**config.mk**
```make
export PLATFORM = sky130hd
export DESIGN_NAME = moore_sync_pattern_tx
export DESIGN_NICKNAME = d
export VERILOG_FILES = /design/src/rtl/moore_sync_pattern_tx.sv
export SDC_FILE = /design/constraint.sdc
export NUM_CORES = 1
export LEC_CHECK = 0
export CAP_MARGIN = 20
export CELL_PAD_IN_SITES_DETAIL_PLACEMENT = 0
export CELL_PAD_IN_SITES_GLOBAL_PLACEMENT = 2
export CORE_UTILIZATION = 27
export DETAILED_ROUTE_END_ITERATION = 10
export GPL_TIMING_DRIVEN = 1
export PLACE_DENSITY_LB_ADDON = 0.05
export RECOVER_POWER = 100
export SYNTH_ARGS = -nofsm -noshare
export SYNTH_HDL_FRONTEND = slang
export SYNTH_SLANG_ARGS = --single-unit
```
**constraint.sdc**
```tcl
create_clock -name clk -period 2.05 [get_ports clk]
set_clock_uncertainty 0.15 [all_clocks]
set_input_delay 0.3075 -clock clk [delete_from_list [all_inputs] [get_ports clk]]
set_output_delay 0.3075 -clock clk [all_outputs]
set_load 0.1 [all_outputs]
```
**src/rtl/moore_sync_pattern_tx.sv**
```systemverilog
// Serial frame transmitter: sends SYNC_PAT, then the payload (both MSB first), then GAP_LEN idle zeros.
// Outputs decode from registered state only, so dout is glitch-free for the downstream 1101 detector.
module moore_sync_pattern_tx #(
  parameter int                DATA_W   = 8,
  parameter int                SYNC_W   = 4,
  parameter logic [SYNC_W-1:0] SYNC_PAT = 4'b1101,
  parameter int                GAP_LEN  = 2
) (
  input  logic              clk,
  input  logic              reset,
  input  logic              start,
  input  logic [DATA_W-1:0] data_in,
  output logic              dout,
  output logic              busy,
  output logic              done,
  output logic [1:0]        state
);

  typedef enum logic [1:0] {
    S_IDLE = 2'd0,
    S_SYNC = 2'd1,
    S_DATA = 2'd2,
    S_GAP  = 2'd3
  } state_t;

  localparam int MAX_SD  = (SYNC_W > DATA_W) ? SYNC_W : DATA_W;
  localparam int MAX_ALL = (MAX_SD > GAP_LEN) ? MAX_SD : GAP_LEN;
  localparam int CNT_W   = $clog2(MAX_ALL) + 1;

  state_t              state_q, state_d;
  logic [CNT_W-1:0]    cnt_q, cnt_d;
  logic [DATA_W-1:0]   shreg_q, shreg_d;
  logic [SYNC_W-1:0]   sync_shift;

  always_ff @(posedge clk or posedge reset) begin
    if (reset) begin
      state_q <= S_IDLE;
      cnt_q   <= '0;
      shreg_q <= '0;
    end else begin
      state_q <= state_d;
      cnt_q   <= cnt_d;
      shreg_q <= shreg_d;
    end
  end

  // One counter is reused for every phase; it is reloaded with the next phase length on each transition.
  always_comb begin
    state_d = state_q;
    cnt_d   = cnt_q;
    shreg_d = shreg_q;
    case (state_q)
      S_IDLE: begin
        if (start) begin
          shreg_d = data_in;
          cnt_d   = CNT_W'(SYNC_W - 1);
          state_d = S_SYNC;
        end
      end
      S_SYNC: begin
        if (cnt_q == '0) begin
          cnt_d   = CNT_W'(DATA_W - 1);
          state_d = S_DATA;
        end else begin
          cnt_d = cnt_q - CNT_W'(1);
        end
      end
      S_DATA: begin
        shreg_d = shreg_q << 1;
        if (cnt_q == '0) begin
          cnt_d   = CNT_W'(GAP_LEN - 1);
          state_d = S_GAP;
        end else begin
          cnt_d = cnt_q - CNT_W'(1);
        end
      end
      S_GAP: begin
        if (cnt_q == '0) begin
          state_d = S_IDLE;
        end else begin
          cnt_d = cnt_q - CNT_W'(1);
        end
      end
      default: state_d = S_IDLE;
    endcase
  end

  // A shift selects the current sync bit without an index narrower than the counter.
  assign sync_shift = SYNC_PAT >> cnt_q;

  always_comb begin
    dout = 1'b0;
    case (state_q)
      S_SYNC:  dout = sync_shift[0];
      S_DATA:  dout = shreg_q[DATA_W-1];
      default: dout = 1'b0;
    endcase
  end

  assign busy  = (state_q != S_IDLE);
  assign done  = (state_q == S_GAP) && (cnt_q == '0);
  assign state = state_q;

endmodule

```
==> impl_metrics.ini <==
[logic_synthesis]
ys_seq_area_share_pct = 38.15
synth_ff_type = dfrtp_1
synth_mux_area_share_pct = 2.316
async_reset_ff_share_pct = 100.0
syn_nets = 111
yosys_warnings = 0
synth-simple-area-share_pct = 21.25
syn_inst = 94
synthesis.area_um2 = 918.4
synth-seq-cells = 14
synthAdderAreaFrac_pct = 8.174
synth_top_family_by_area = compound AO/OA/AOI/OAI gates
synth-compound-area-share_pct = 23.98
synth-xor-area-share_pct = 0
synth_cell_types = 35
syn_avg_cell_area_um2 = 9.770
synth_edf_count = 0

[routing]
ant_nets = 0
drc = 0
drt-vias-per-instance = 4.917
drt-initial-drc-count = 13
routed_wl_mm = 2.381
drtPass1Iterations = 4
post_drt_wl_per_cell_um = 14.17
vias = 826

[sta]
hold_slack_ps = 377.8
period_share_pct = 99.99
grt_setup_unrepaired = yes
max_freq_mhz = 487.8
final-setup-viol-count = 0
hold_viol = 0
period_needed_ps = 2050
worst_slew_pin_slew_ps = 872.8
max-slew-margin-rel_pct = 41.82
slew_violations = 0

[global_route]
grt_pass1_wl_mm = 4.077
grt_pass1_vias = 829
grt.total_usage_pct = 15.55
grt_overflow = 0
antenna_found_initial = 0
grt_max_degree = 15

[die]
chipWidth_um = 60.32
initial_core_util_pct = 29.36
die_h_um = 60.32
io_pins = 16
core-area_um2 = 3128
die-area_um2 = 3639
rows = 20

[setup_path]
cpPeakStageDelay_ps = 400
path_delay_family = simple AND/OR/NAND/NOR gates
worstSetupPathType = reg -> out
path_cells = inv_1 > ha_2 > or3b_4 > nor2_4 > buf_12
critPathSlowestCell = or3b_4
critPathRequiredTime_ps = 1590
endpoint_kind = output port
cp.buffers_inverters = 2
cp-start-kind = flip-flop
worstPathArrival_ps = 1590
worstPathMaxFanout = 2
reg2reg_slack_ps = 120

[clocking]
tritoncts = yes
cts-root-buf = clkbuf_4
cts_max_level = 1
cts_made_buffers = 3
path_clk_slew_ps = 100
clock_sinks = 14
clk_latency_ps = 290
hold_buffers = 0
clockBufferDepth = 2

[min_path]
hp-class = reg -> reg

[place]
place_hpwl_mm = 1.709
dp_cells = 159
portBuffers = 15
routabilityCongestion = 0.7448
placed_area_um2 = 1264

[cells_and_area]
drive_above_1_share_pct = 32.26
num_antenna_cells = 0
fin_cells = 168
final_area_um2 = 1338
final_nets = 142
synthToLayoutAreaGrowth_pct = 45.64

[run_status]
outcome = complete, no violations

[run]
drv_cap = 0
==> cells in the final DEF, fill, tap and decap left out, types with 3 or more instances in the layout <==
cell type and n:
inv_1 5, or3_1 3, buf_4 12, nor2_1 6, a21oi_1 6, ha_4 3, dfrtp_1 12, clkdlybuf4s50_1 9
nand3_1 4, buf_12 3, nand2_1 3, nand2b_1 6, clkbuf_1 3, a221o_1 4, clkbuf_4 3, o221a_2 3
==> cell type report <==
class | instances | area, um^2
multi-input cells | 68 | 583.1
flip-flops and latches | 14 | 357.8
repair buffers | 30 | 279.0
clock buffers | 4 | 26.28
fillers | 323 | 1790
inverters | 8 | 36.28
well taps | 44 | 55.05
==> stage by stage <==
step / TNS [ps] / util [%] / setup slack (ps)
6_report: 0 / 42.76 / 0.1396
5_1_grt: -185.0 / 42.76 / -92.24
4_1_cts: -4.313 / 43.20 / -4.313
3_5_place_dp: 0 / 40.40 / 50.09
3_3_place_gp: 0 / 40.40 / 83.92
2_1_floorplan: -61.72 / - / -61.72
==> timing repair <==
item,CTS,global route
setup endpoints to repair,3,6
gates resized for setup,8,3
pin swaps,1,1
buffers inserted,4,1
==> logic make-up (layout without fill, tap and decap cells) <==
group	count (synthesis)	after routing
simple gates	33	33
flops	14	14
mux	2	2
buf+inv	12	42
compound gates	27	27
fa+ha+maj	6	6
==> routing by layer <==
layer	vias to the layer above	track usage [%]	wire, um
met5	-	0	0
met3	2	4.978	110
met1	393	21.00	1198
met4	0	2.990	21
met2	18	24.33	1050
li1	413	-	-
==> flip-flops by register name, indices dropped and copies added, names as in the netlist <==
| name | cells |
|---|---|
| cnt_q | 4 |
| shreg_q | 8 |
| state | 2 |
==> worst min-delay path: cells and delay by family, from the launching register on <==
family | cells | cell delay [ps]
AO/OA/AOI/OAI | 1 | 50
buffers and inverters | 1 | 60
flip-flops | 1 | 390
==> synth_stat cells (2+ instances only) <==
cell type | instances | share of area, %
a211oi_1 | 2 | 1.6
a21oi_1 | 6 | 3.3
a221o_1 | 4 | 4.4
buf_2 | 3 | 1.6
dfrtp_1 | 14 | 38
ha_1 | 6 | 8.2
inv_1 | 8 | 3.3
nand2_1 | 3 | 1.2
nand2b_1 | 6 | 4.1
nand3_1 | 4 | 2.2
nor2_1 | 7 | 2.9
nor2b_1 | 3 | 2.0
o221a_2 | 3 | 3.7
o32a_1 | 2 | 2.2
or3_1 | 3 | 2.0
==> final timing paths <==
kind | to | cells after the start | startpoint
worst max register to register | shreg_q[2]$_DFFE_PP0P_ | 5 | state[0]$_DFFE_PP0P_
worst max-delay path | done | 5 | cnt_q[1]$_DFFE_PP0P_
worst min register to register | shreg_q[0]$_DFFE_PP0P_ | 2 | shreg_q[0]$_DFFE_PP0P_
min in group asynchronous | shreg_q[2]$_DFFE_PP0P_ | 3 | reset
max in group asynchronous | state[1]$_DFFE_PP0P_ | 3 | reset
worst min-delay path | shreg_q[0]$_DFFE_PP0P_ | 2 | shreg_q[0]$_DFFE_PP0P_
Power is left out: the tool's default activity adds up to more than one toggle a clock period on the data nets, which glitch-free logic cannot reach.
==> RTL change: new RTL, same settings <==
Add an input register stage for `start` and `data_in`, cleared by the reset; this delays them by one clock.
--- a/src/rtl/moore_sync_pattern_tx.sv
+++ b/src/rtl/moore_sync_pattern_tx.sv
@@ -28,4 +28,17 @@
   localparam int CNT_W   = $clog2(MAX_ALL) + 1;
 
+  logic start_q;
+  logic [DATA_W-1:0] data_q;
+
+  always_ff @(posedge clk or posedge reset) begin
+    if (reset) begin
+      start_q <= '0;
+      data_q  <= '0;
+    end else begin
+      start_q <= start;
+      data_q  <= data_in;
+    end
+  end
+
   state_t              state_q, state_d;
   logic [CNT_W-1:0]    cnt_q, cnt_d;
@@ -52,6 +65,6 @@
     case (state_q)
       S_IDLE: begin
-        if (start) begin
-          shreg_d = data_in;
+        if (start_q) begin
+          shreg_d = data_q;
           cnt_d   = CNT_W'(SYNC_W - 1);
           state_d = S_SYNC;
Check against the original RTL: not equivalent (Yosys sat finds a counterexample within 4 cycles, from zero or initial values and one cycle with reset high).
==> RTL change against the original RTL <==
Hold slack worse by 36 ps; count of clock-buffer cells in the layout unchanged; area after synthesis rose by 20%; setup slack improved by 59 ps; sequential cell count up 9; routed wire length is 5.8% lower; largest cell class is now registers; synthesized cell count increased by 11%; fmax increased by 3.0%; highest routed layer unchanged; cell area rose by 10%.
==> RTL change: results (changes against the original RTL) <==
| Metric | Value |
|---|---|
| Avg Cell Area, Syn | `10.56 sq um (was 9.770 sq um)` |
| Placement Setup Slack | `103.2 ps (was 50.09 ps)` |
| Synth unique cells | `31 (was 35)` |
| DR iter-0 viols | `18 (was 13)` |
| Seq/Total Area, Yosys | `52.39% (was 38.15%)` |
| Worst endpoint data arrival time | `1530 ps (was 1590 ps)` |
| Largest net degree at the start of global routing | `24 (was 15)` |
| Vias | `823 (was 826)` |
| Slew @ Worst Pin | `342.9 ps (was 872.8 ps)` |
| Worst Setup SP | `state[0] (was cnt_q[1])` |
| Final WL | `2.243 mm (was 2.381 mm)` |
| Total track usage | `11.81% (was 15.55%)` |
| Ranking of synthesized cells by area | `dfrtp_1 (52%), ha_1 (6.8%), o22ai_1 (5.7%) (was dfrtp_1 (38%), ha_1 (8.2%), a221o_1 (4.4%))` |
| Vias in the first global route | `803 (was 829)` |
| Syn_nets | `121 (was 111)` |
| Net count, final | `143 (was 142)` |
| Slowest cell on crit path | `dfrtp_4 (was or3b_4)` |
| Hold path start | `data_q[2] (was shreg_q[0])` |
| Clk_lat worst skew | `270 ps (was 290 ps)` |
| Placed insts | `168 (was 159)` |
| Status | `finished clean (unchanged)` |
| CP top delay family | `flip-flops (was simple AND/OR/NAND/NOR gates)` |
| GPL Wtd Cong | `0.7106 (was 0.7448)` |
| Crit-path max cell delay | `540 ps (was 400 ps)` |
| Final HPWL DP | `1.632 mm (was 1.709 mm)` |
| Worst Path Max Fanout | `8 (was 2)` |
| Root buf cell | `clkbuf_8 (was clkbuf_4)` |
| Cell Area, Placed | `0.001413 sq mm (was 0.001264 sq mm)` |
| First-pass GRT wire length | `3.815 mm (was 4.077 mm)` |
-- RTL change: layer usage --
metal / vias up / share of wire, % / GRT usage, %
met5: - / 0 / 0
met4: 0 / 1.0 / 2.989
met3: 5 / 3.7 / 3.621
met2: 13 / 45 / 18.11
met1: 392 / 51 / 16.00
li1: 413 / - / -
-- RTL change: final timing paths --
| kind | end | slack (ps) | cells after the start |
|---|---|---|---|
| setup / recovery | dout | 60 | 5 |
| hold / removal | shreg_q[2] | 340 | 2 |
| setup reg to reg | cnt_q[1] | 110 | 6 |
| hold reg to reg | shreg_q[2] | 340 | 2 |
| max in group asynchronous | state[1] | 1130 | 3 |
| min in group asynchronous | data_q[6] | 360 | 3 |
-- RTL change: kinds of logic (layout without fill, tap and decap cells) --
| group | after synthesis | in the layout | synth area share [%] |
|---|---|---|---|
| buf+inv | 12 | 33 | 4.441 |
| flops | 23 | 23 | 52.39 |
| simple gates | 32 | 32 | 15.15 |
| fa+ha+maj | 6 | 6 | 6.834 |
| mux | 4 | 4 | 4.328 |
| compound gates | 27 | 27 | 16.86 |
-- RTL change: power by group --
part	total (mW)	internal (mW)	switching, mW
registers	0.732	0.604	0.128
logic	1.66	0.714	0.951
clock network	0.300	0.139	0.161
total	2.70	1.46	1.24
-- RTL change: area by class of cell --
type | instances | area (sq um)
Fill cell | 379 | 2295
Sequential cell | 23 | 583.1
Multi-Input combinational cell | 69 | 529.3
Timing Repair Buffer | 20 | 219.0
Tap cell | 48 | 60.06
Clock buffer | 4 | 45.04
Inverter | 9 | 40.04
-- RTL change: timing repair --
item | CTS | global route
setup buffers | 1 | 0
setup endpoints to repair | 1 | 2
resized for setup | 4 | 2
gates cloned | 0 | 0
